`src/rtl/apb_bridge_fsm_if.sv`:
```
// Bus interface of the AHB-to-APB bridge sequencer.
// Groups the AHB-side (valid, Hwrite, tempselx, Haddr, Hwdata, Hreadyout, Hrdata)
// and APB-side (Pselx, Penable, Pwrite, Paddr, Pwdata, Prdata, Pready) signals,
// plus the timeout_err status pulse.
//   slave  : view used by the bridge (consumes AHB requests and APB responses)
//   master : view used by the environment driving the bridge
interface apb_bridge_fsm_if #(
  parameter int ADDR_W = 32,
  parameter int DATA_W = 32
);
  logic              valid;
  logic              Hwrite;
  logic [2:0]        tempselx;
  logic [ADDR_W-1:0] Haddr;
  logic [DATA_W-1:0] Hwdata;
  logic [DATA_W-1:0] Prdata;
  logic              Pready;
  logic              Hreadyout;
  logic [DATA_W-1:0] Hrdata;
  logic [2:0]        Pselx;
  logic              Penable;
  logic              Pwrite;
  logic [ADDR_W-1:0] Paddr;
  logic [DATA_W-1:0] Pwdata;
  logic              timeout_err;

  modport slave (
    input  valid, Hwrite, tempselx, Haddr, Hwdata, Prdata, Pready,
    output Hreadyout, Hrdata, Pselx, Penable, Pwrite, Paddr, Pwdata, timeout_err
  );

  modport master (
    output valid, Hwrite, tempselx, Haddr, Hwdata, Prdata, Pready,
    input  Hreadyout, Hrdata, Pselx, Penable, Pwrite, Paddr, Pwdata, timeout_err
  );
endinterface

```
`src/rtl/apb_bridge_fsm.sv`:
```
// Sequencing controller of the AHB-to-APB bridge.
// Accepts one qualified AHB transfer at a time, stalls AHB through Hreadyout,
// runs one APB SETUP+ACCESS transaction per transfer, returns registered read
// data, and aborts an ACCESS phase that waits longer than TIMEOUT cycles.
// Ports:
//   Hclk     : bridge clock, rising edge
//   Hresetn  : asynchronous active-low reset
//   bus      : apb_bridge_fsm_if.slave (AHB request/response + APB bus + timeout_err)
// All outputs come from registers or are decoded from the state register.
module apb_bridge_fsm #(
  parameter int ADDR_W  = 32,
  parameter int DATA_W  = 32,
  parameter int TIMEOUT = 16
) (
  input  logic             Hclk,
  input  logic             Hresetn,
  apb_bridge_fsm_if.slave  bus
);

  localparam int CNT_W = (TIMEOUT < 1) ? 1 : $clog2(TIMEOUT + 1);
  localparam bit TO_EN = (TIMEOUT != 0);
  localparam logic [CNT_W-1:0] CNT_LAST = CNT_W'((TIMEOUT == 0) ? 0 : TIMEOUT - 1);

  typedef enum logic [1:0] {
    S_IDLE,
    S_WWAIT,
    S_SETUP,
    S_ACCESS
  } state_t;

  state_t            r_state;
  logic [2:0]        r_sel;
  logic [ADDR_W-1:0] r_addr;
  logic [CNT_W-1:0]  r_cnt;
  logic [2:0]        r_pselx;
  logic              r_penable;
  logic              r_pwrite;
  logic [ADDR_W-1:0] r_paddr;
  logic [DATA_W-1:0] r_pwdata;
  logic [DATA_W-1:0] r_hrdata;
  logic              r_terr;

  // APB address/control registers are loaded on the edge that enters SETUP,
  // so they already present sel/addr/dir throughout the SETUP cycle.
  always_ff @(posedge Hclk or negedge Hresetn) begin
    if (!Hresetn) begin
      r_state   <= S_IDLE;
      r_sel     <= '0;
      r_addr    <= '0;
      r_cnt     <= '0;
      r_pselx   <= '0;
      r_penable <= 1'b0;
      r_pwrite  <= 1'b0;
      r_paddr   <= '0;
      r_pwdata  <= '0;
      r_hrdata  <= '0;
      r_terr    <= 1'b0;
    end else begin
      r_terr <= 1'b0;
      case (r_state)
        S_IDLE: begin
          if (bus.valid) begin
            r_addr <= bus.Haddr;
            r_sel  <= bus.tempselx;
            if (bus.Hwrite) begin
              r_state <= S_WWAIT;
            end else begin
              r_pselx  <= bus.tempselx;
              r_paddr  <= bus.Haddr;
              r_pwrite <= 1'b0;
              r_state  <= S_SETUP;
            end
          end
        end
        S_WWAIT: begin
          r_pwdata <= bus.Hwdata;
          r_pselx  <= r_sel;
          r_paddr  <= r_addr;
          r_pwrite <= 1'b1;
          r_state  <= S_SETUP;
        end
        S_SETUP: begin
          r_cnt     <= '0;
          r_penable <= 1'b1;
          r_state   <= S_ACCESS;
        end
        S_ACCESS: begin
          if (bus.Pready) begin
            if (!r_pwrite) r_hrdata <= bus.Prdata;
            r_pselx   <= '0;
            r_penable <= 1'b0;
            r_state   <= S_IDLE;
          end else if (TO_EN && (r_cnt == CNT_LAST)) begin
            r_hrdata  <= '0;
            r_terr    <= 1'b1;
            r_pselx   <= '0;
            r_penable <= 1'b0;
            r_state   <= S_IDLE;
          end else if (r_cnt != '1) begin
            r_cnt <= r_cnt + CNT_W'(1);
          end
        end
        default: r_state <= S_IDLE;
      endcase
    end
  end

  assign bus.Hreadyout   = (r_state == S_IDLE);
  assign bus.Hrdata      = r_hrdata;
  assign bus.Pselx       = r_pselx;
  assign bus.Penable     = r_penable;
  assign bus.Pwrite      = r_pwrite;
  assign bus.Paddr       = r_paddr;
  assign bus.Pwdata      = r_pwdata;
  assign bus.timeout_err = r_terr;

endmodule

```
`src/flat_wrapper.sv`:
```
// flat-port wrapper written by rule: the top's interface ports become plain ports
module apb_bridge_fsm_flat 
#(
  parameter int ADDR_W  = 32,
  parameter int DATA_W  = 32,
  parameter int TIMEOUT = 16
)
  (Hclk, Hresetn, bus_valid, bus_Hwrite, bus_tempselx, bus_Haddr, bus_Hwdata, bus_Prdata, bus_Pready, bus_Hreadyout, bus_Hrdata, bus_Pselx, bus_Penable, bus_Pwrite, bus_Paddr, bus_Pwdata, bus_timeout_err);
  apb_bridge_fsm_if #(.ADDR_W(ADDR_W), .DATA_W(DATA_W)) bus_i ();
  input  logic Hclk;
  input  logic Hresetn;
  input wire logic [$bits(bus_i.valid)-1:0] bus_valid;
  input wire logic [$bits(bus_i.Hwrite)-1:0] bus_Hwrite;
  input wire logic [$bits(bus_i.tempselx)-1:0] bus_tempselx;
  input wire logic [$bits(bus_i.Haddr)-1:0] bus_Haddr;
  input wire logic [$bits(bus_i.Hwdata)-1:0] bus_Hwdata;
  input wire logic [$bits(bus_i.Prdata)-1:0] bus_Prdata;
  input wire logic [$bits(bus_i.Pready)-1:0] bus_Pready;
  output wire logic [$bits(bus_i.Hreadyout)-1:0] bus_Hreadyout;
  output wire logic [$bits(bus_i.Hrdata)-1:0] bus_Hrdata;
  output wire logic [$bits(bus_i.Pselx)-1:0] bus_Pselx;
  output wire logic [$bits(bus_i.Penable)-1:0] bus_Penable;
  output wire logic [$bits(bus_i.Pwrite)-1:0] bus_Pwrite;
  output wire logic [$bits(bus_i.Paddr)-1:0] bus_Paddr;
  output wire logic [$bits(bus_i.Pwdata)-1:0] bus_Pwdata;
  output wire logic [$bits(bus_i.timeout_err)-1:0] bus_timeout_err;
  assign bus_i.valid = bus_valid;
  assign bus_i.Hwrite = bus_Hwrite;
  assign bus_i.tempselx = bus_tempselx;
  assign bus_i.Haddr = bus_Haddr;
  assign bus_i.Hwdata = bus_Hwdata;
  assign bus_i.Prdata = bus_Prdata;
  assign bus_i.Pready = bus_Pready;
  assign bus_Hreadyout = bus_i.Hreadyout;
  assign bus_Hrdata = bus_i.Hrdata;
  assign bus_Pselx = bus_i.Pselx;
  assign bus_Penable = bus_i.Penable;
  assign bus_Pwrite = bus_i.Pwrite;
  assign bus_Paddr = bus_i.Paddr;
  assign bus_Pwdata = bus_i.Pwdata;
  assign bus_timeout_err = bus_i.timeout_err;
  apb_bridge_fsm #(.ADDR_W(ADDR_W), .DATA_W(DATA_W), .TIMEOUT(TIMEOUT)) u_core (.Hclk(Hclk), .Hresetn(Hresetn), .bus(bus_i));
endmodule
```
`config.mk`:
```
export PLATFORM = sky130hd
export DESIGN_NAME = apb_bridge_fsm_flat
export DESIGN_NICKNAME = d
export VERILOG_FILES = /design/src/rtl/apb_bridge_fsm_if.sv /design/src/rtl/apb_bridge_fsm.sv /design/src/flat_wrapper.sv
export SDC_FILE = /design/constraint.sdc
export NUM_CORES = 1
export LEC_CHECK = 0
export CAP_MARGIN = 0
export CORE_MARGIN = 8
export CORE_UTILIZATION = 35
export DETAILED_ROUTE_END_ITERATION = 12
export HOLD_SLACK_MARGIN = 0.1
export PLACE_DENSITY = 0.69
export REMOVE_ABC_BUFFERS = 1
export SLEW_MARGIN = 0
export SYNTH_ARGS = -nofsm -noshare
export SYNTH_HDL_FRONTEND = slang
export SYNTH_SLANG_ARGS = --single-unit
```
`constraint.sdc`:
```
create_clock -name Hclk -period 2.1 [get_ports Hclk]
set_input_delay 0.315 -clock Hclk [delete_from_list [all_inputs] [get_ports Hclk]]
set_output_delay 0.315 -clock Hclk [all_outputs]
set_load 0.01 [all_outputs]
```
# Yosys cells after proc, flatten, opt, wreduce, memory -nomap -nowiden
# Cells that the tools add are included.
# op_classes
n_eq_ne,12
reduce_logical,12
mux,29
n_addsub,1
# ops
cell,count
two-way mux 32 bit,5
case mux 32 bit (2 select lines),1
two-way mux 5 bit,3
two-way mux 3 bit,4
inequality test 2 bit (second input constant),5
case mux 5 bit (2 select lines),1
case mux 3 bit (3 select lines),1
two-way mux 2 bit,4
case mux 2 bit (4 select lines),1
AND reduction 4 bit,2
two-way mux 1 bit,7
AND reduction 2 bit,3
AND reduction 3 bit,2
nonzero test 2 bit,3
adder 5 x 1 -> 5 bit (second input constant),1
== test 5 x 4 -> 1 bit (second input constant),1
inequality test 5 bit (second input constant),1
== test 2 bit (second input constant),2
case mux 1 bit (2 select lines),2
inequality test 3 x 2 -> 1 bit (second input constant),1
nonzero test 3 bit,1
== test 2 x 1 -> 1 bit (second input constant),1
logical NOT 2 bit,1
inequality test 2 x 1 -> 1 bit (second input constant),1
# totals
output_inout_bits,103
input_bits,104
reg_bits,144

# Logic depth before layout (Yosys ltp)
# depth
depth_word,5
ltp_mapped,8

# Worst setup path after synthesis
# Ideal clock, no wire load.
# synth_path
path_kind,reg-to-reg
from,reg u_core.r_cnt[0]
to,reg u_core.r_cnt[0]
path_slack_ps,214
n_path_buf,0
t_arrival_ps,1756
required_time_ps,1970
setup_time_ps,130
period_less_slack_ps,1886
path_stages_with_launch,7
path_cell_list,dfrtp_1 > ha_1 > and3_1 > ha_1 > or4b_4 > o211ai_1 > o21ai_0
# synth_between
elab_chain_cells,5
elab_cells_between_ends,10
cone_classes,add/sub (1); eq/ne (4); mux (4); reduce/logical (1)
# synth_lines
item,line_no,rtl
start: declaration,apb_bridge_fsm.sv:34,logic [CNT_W-1:0] r_cnt;
start signal: assignment,apb_bridge_fsm.sv:100,r_cnt <= r_cnt + CNT_W'(1);
adder 5 x 1 -> 5 bit,apb_bridge_fsm.sv:100,
two-way mux 5 bit,apb_bridge_fsm.sv:99,end else if (r_cnt != '1) begin
two-way mux 5 bit,apb_bridge_fsm.sv:93,end else if (TO_EN && (r_cnt == CNT_LAST)) begin
two-way mux 5 bit,apb_bridge_fsm.sv:88,if (bus.Pready) begin
case mux 5 bit (2 select lines),apb_bridge_fsm.sv:60,case (r_state)
# Parallel ways exist; a longest one is shown, timed or not. The select of a mux whose other input is x is not followed.
# A chain may end at the register's enable or synchronous reset.

# Final worst setup path
# Ends and elaborated chain as after synthesis.

==> results by group <==
Power
  • Combinational share of power: 0.447
  • Net Sw Power: 0.004276 W
  • Final Power: 0.01412 W
  • Clock network fraction of total power: 0.210
  • Relative contribution of sequential cells to total power: 0.342
  • Largest voltage drop on the vdd net: 0.6518 mV
  • Cell internal pwr: 0.009839 W
  • Cell area power density: 1509 nW/um^2
  • Switch share: 0.3029
  • Leakage power summed over all cells: 4.290 nW

Clock network
  • Clock transition at the registers of the reported paths: 0.06 ns
  • Clock network latency to the later pin of the worst-skew pair: 0.42 ns
  • Cts bufs inserted: 17
  • Count of H-tree levels built during CTS: 4
  • Buffer levels on the longest clock path: 2
  • CTS Sinks: 144
  • Number of setup buffers added after CTS: 0
  • TritonCTS clock tree: built
  • Clock root cell: sky130_fd_sc_hd__clkbuf_16

STA
  • Final critical path time including I/O delays and setup: 1.999 ns
  • Post-Route Hold Slack: 0.4205 ns
  • Worst Max-Slew Pin Slew: 0.5283 ns
  • Maximum clock rate: 0.5002 GHz
  • Final Hold Fails: 0
  • Skew final: 0.008026 ns
  • Setup repair after global routing missed its margin: no
  • Count of pins over their slew limit: 0
  • Count of endpoints failing setup in the final report: 0
  • Worst slew slack as a fraction of its limit: 0.6478
  • Period utilization: 0.9519

Drt
  • Vias per std cell: 4.681
  • Count of antenna-violating nets left after detailed routing: 0
  • Mean routed wirelength per cell: 17.83 um
  • Total wire length after detailed routing: 16260 um
  • Number of detailed-route iterations in the first pass: 4
  • First DRT Iteration DRCs: 160
  • Vias: 4269
  • DRC: 0

Die
  • Total Die Area: 22650 um^2
  • Boundary Pins: 207
  • Horiz. Die Dim: 150.5 um
  • Floorplan Core Area: 17840 um^2
  • Num rows: 49
  • Initial Utilization: 0.3549
  • Die Span Y: 150.5 um

Yosys
  • Share of the synthesized area in the top cell type: 0.5691
  • Yosys synthesis warning count: 0
  • Gate count of the mapped netlist: 450
  • Number of flip-flops and latches in the synthesized netlist: 144
  • Mean instance size in the synthesized netlist: 14.07 um^2
  • Most used flip-flop cell after synthesis: sky130_fd_sc_hd__dfrtp_1
  • Sequential element share of the synthesized area: 0.5691
  • Post-synth design cell area: 6332 um^2
  • Fraction of registers with async set/reset: 1.000
  • Number of flops mapped to enable cells by yosys: 0
  • Count of cell types in the netlist: 31
  • Leading cell types by total area after synthesis: sky130_fd_sc_hd__dfrtp_1 (57%), sky130_fd_sc_hd__mux2_2 (19%), sky130_fd_sc_hd__mux2_4 (7.1%)
  • Yosys top cell by area: sky130_fd_sc_hd__dfrtp_1

Worst setup path
  • Data arrival time of the worst path: 2.29 ns
  • Register-to-register setup slack: 0.10 ns
  • Largest driver fanout on the critical path: 5
  • Worst r2r path cells: 6
  • Worst Path Required: 2.39 ns
  • Endpoint of the worst-slack reg-to-reg timing path: u_core.r_cnt[0]$_DFFE_PN0P_
  • Reg2reg start: u_core.r_cnt[0]$_DFFE_PN0P_
  • Type of origin of the critical path: flop
  • CP Class: flop to flop
  • Category of the worst setup path capture point: flop

Global routing
  • Number of antenna violations at the first check in global routing: 0
  • Vias in the first global route: 4998
  • Largest net degree at the start of global routing: 55
  • Wire length of the first global-routing pass: 26400 um
  • Global route total overflow: 0
  • Global routing usage summed across all routing layers: 0.1498

Status
  • Run status: finished clean

Placed design
  • Placed wire-length estimate: 12020 um
  • Final weighted congestion of routability-driven global placement: 0.7449
  • Count of input and output buffers: 206

Finish
  • Ant. Diodes: 0
  • Fraction of final layout cells with drive strength greater than 1: 0.2884
  • Layout overhead on the synthesized area: 47.72%
  • Number of nets in the layout: 782
  • Highest-count cells in the layout ignoring fill and taps: sky130_fd_sc_hd__clkdlybuf4s50_1 (204), sky130_fd_sc_hd__dfrtp_1 (144), sky130_fd_sc_hd__mux2_2 (106)
  • Commonest non-fill, non-tap cell in the layout: sky130_fd_sc_hd__clkdlybuf4s50_1

Job
  • Maximum Capacitance Violations: 0

Hold path
  • Classification of the worst-slack hold path: primary input to async pin
[synth_stat cells (all sizes together) (2+ instances only)]
cell type  count
ha             7
buf           17
a2bb2oi        2
clkbuf         5
nand2b         2
nand2         42
mux2i         34
o21ai          3
a22o           3
mux2         136
dfrtp        144
inv           38
nor2           3
a21oi          2
nand3          2
[layer usage]
layer  track usage  up-vias  wire, um
met5             0        -         0
met4       0.06447        0       344
met3       0.04779       22      1142
met2        0.2628      140      8389
met1        0.1633     2133      6386
li1              -     1974         -
[timing repair]
| item | 4_1_cts | 5_1_grt |
|---|---|---|
| pin swaps | 0 | 0 |
| hold buffers | 1 | 0 |
| hold endpoints to repair | 49 | 0 |
| resized for setup | 4 | 4 |
| setup endpoints to repair | 2 | 32 |
[worst max-delay path by stage]
stage / from / endpoint / slack [ns] / cells after the start
after detailed placement: u_core.r_cnt[0]$_DFFE_PN0P_ / u_core.bus.Hrdata[8]$_DFFE_PN0P_ / 0.03 / 7
after floorplan: u_core.r_state[1]$_DFFE_PN0P_ / u_core.bus.Paddr[10]$_DFFE_PN0P_ / -1.42 / 4
final: u_core.r_cnt[0]$_DFFE_PN0P_ / u_core.r_cnt[0]$_DFFE_PN0P_ / 0.10 / 6
after global routing: u_core.r_cnt[0]$_DFFE_PN0P_ / u_core.bus.Hrdata[8]$_DFFE_PN0P_ / 0.02 / 7
after global placement: u_core.r_cnt[0]$_DFFE_PN0P_ / u_core.r_cnt[0]$_DFFE_PN0P_ / 0.14 / 6
after CTS: u_core.r_cnt[0]$_DFFE_PN0P_ / u_core.r_cnt[0]$_DFFE_PN0P_ / -0.001 / 6
[per-stage QoR]
step / util / cells / cell area, um^2 / setup slack [ns] / TNS (ns)
finish: 0.5243 / 912 / 9354 / 0.1009 / 0
global route: 0.5243 / 912 / 9354 / 0.02019 / 0
CTS: 0.5235 / 912 / 9340 / -0.001449 / -0.001449
detailed placement: 0.4899 / 880 / 8741 / 0.03161 / 0
global placement: 0.4899 / 880 / 8741 / 0.1364 / 0
floorplan: - / 428 / 6200 / -1.415 / -82.65
[power by group through the flow]
stage          clock network, W  logic, W  registers (W)
2_1_floorplan                 0   0.00306        0.00515
3_3_place_gp                  0   0.00624        0.00479
4_1_cts                 0.00307   0.00643        0.00485
3_5_place_dp                  0   0.00641        0.00486
5_1_grt                 0.00319   0.00676        0.00502
6_report                0.00297   0.00631        0.00483
[sequential cells by signal, summed over array words and instances (netlist names)]
register                count
u_core.bus.Hrdata          32
u_core.bus.Paddr           32
u_core.bus.Pwdata          32
u_core.r_addr              32
u_core.r_cnt                5
u_core.bus.Pselx            3
u_core.r_sel                3
u_core.r_state              2
u_core.bus.Penable          1
u_core.bus.Pwrite           1
u_core.bus.timeout_err      1
[cell families (layout without fill, tap and decap cells)]
family          after synthesis  in the layout  synth area share
compound gates               15             15           0.02035
fa+ha+maj                     7              7           0.01383
buf+inv                      60            293           0.04347
flops                       144            144            0.5691
mux                         170            170            0.3134
simple gates                 54             54           0.03991
[final cells by class]
class                      count  area, um^2
clock buffer                  21       470.5
clock inverter                10       110.1
fill                        1485        8487
inverter                      38       142.6
multi-input combinational    246        2491
sequential                   144        3603
tap                          229       286.5
timing repair buffer         224        2250
[worst max-delay path, cell delays in order (launching register included)]
cell	delay (ns)
sky130_fd_sc_hd__dfrtp_1	0.43
sky130_fd_sc_hd__ha_1	0.23
sky130_fd_sc_hd__and3_2	0.25
sky130_fd_sc_hd__ha_1	0.23
sky130_fd_sc_hd__or4b_4	0.52
sky130_fd_sc_hd__o211ai_1	0.13
sky130_fd_sc_hd__o21ai_1	0.09
Note: power is estimated with default switching activity, not from simulation.
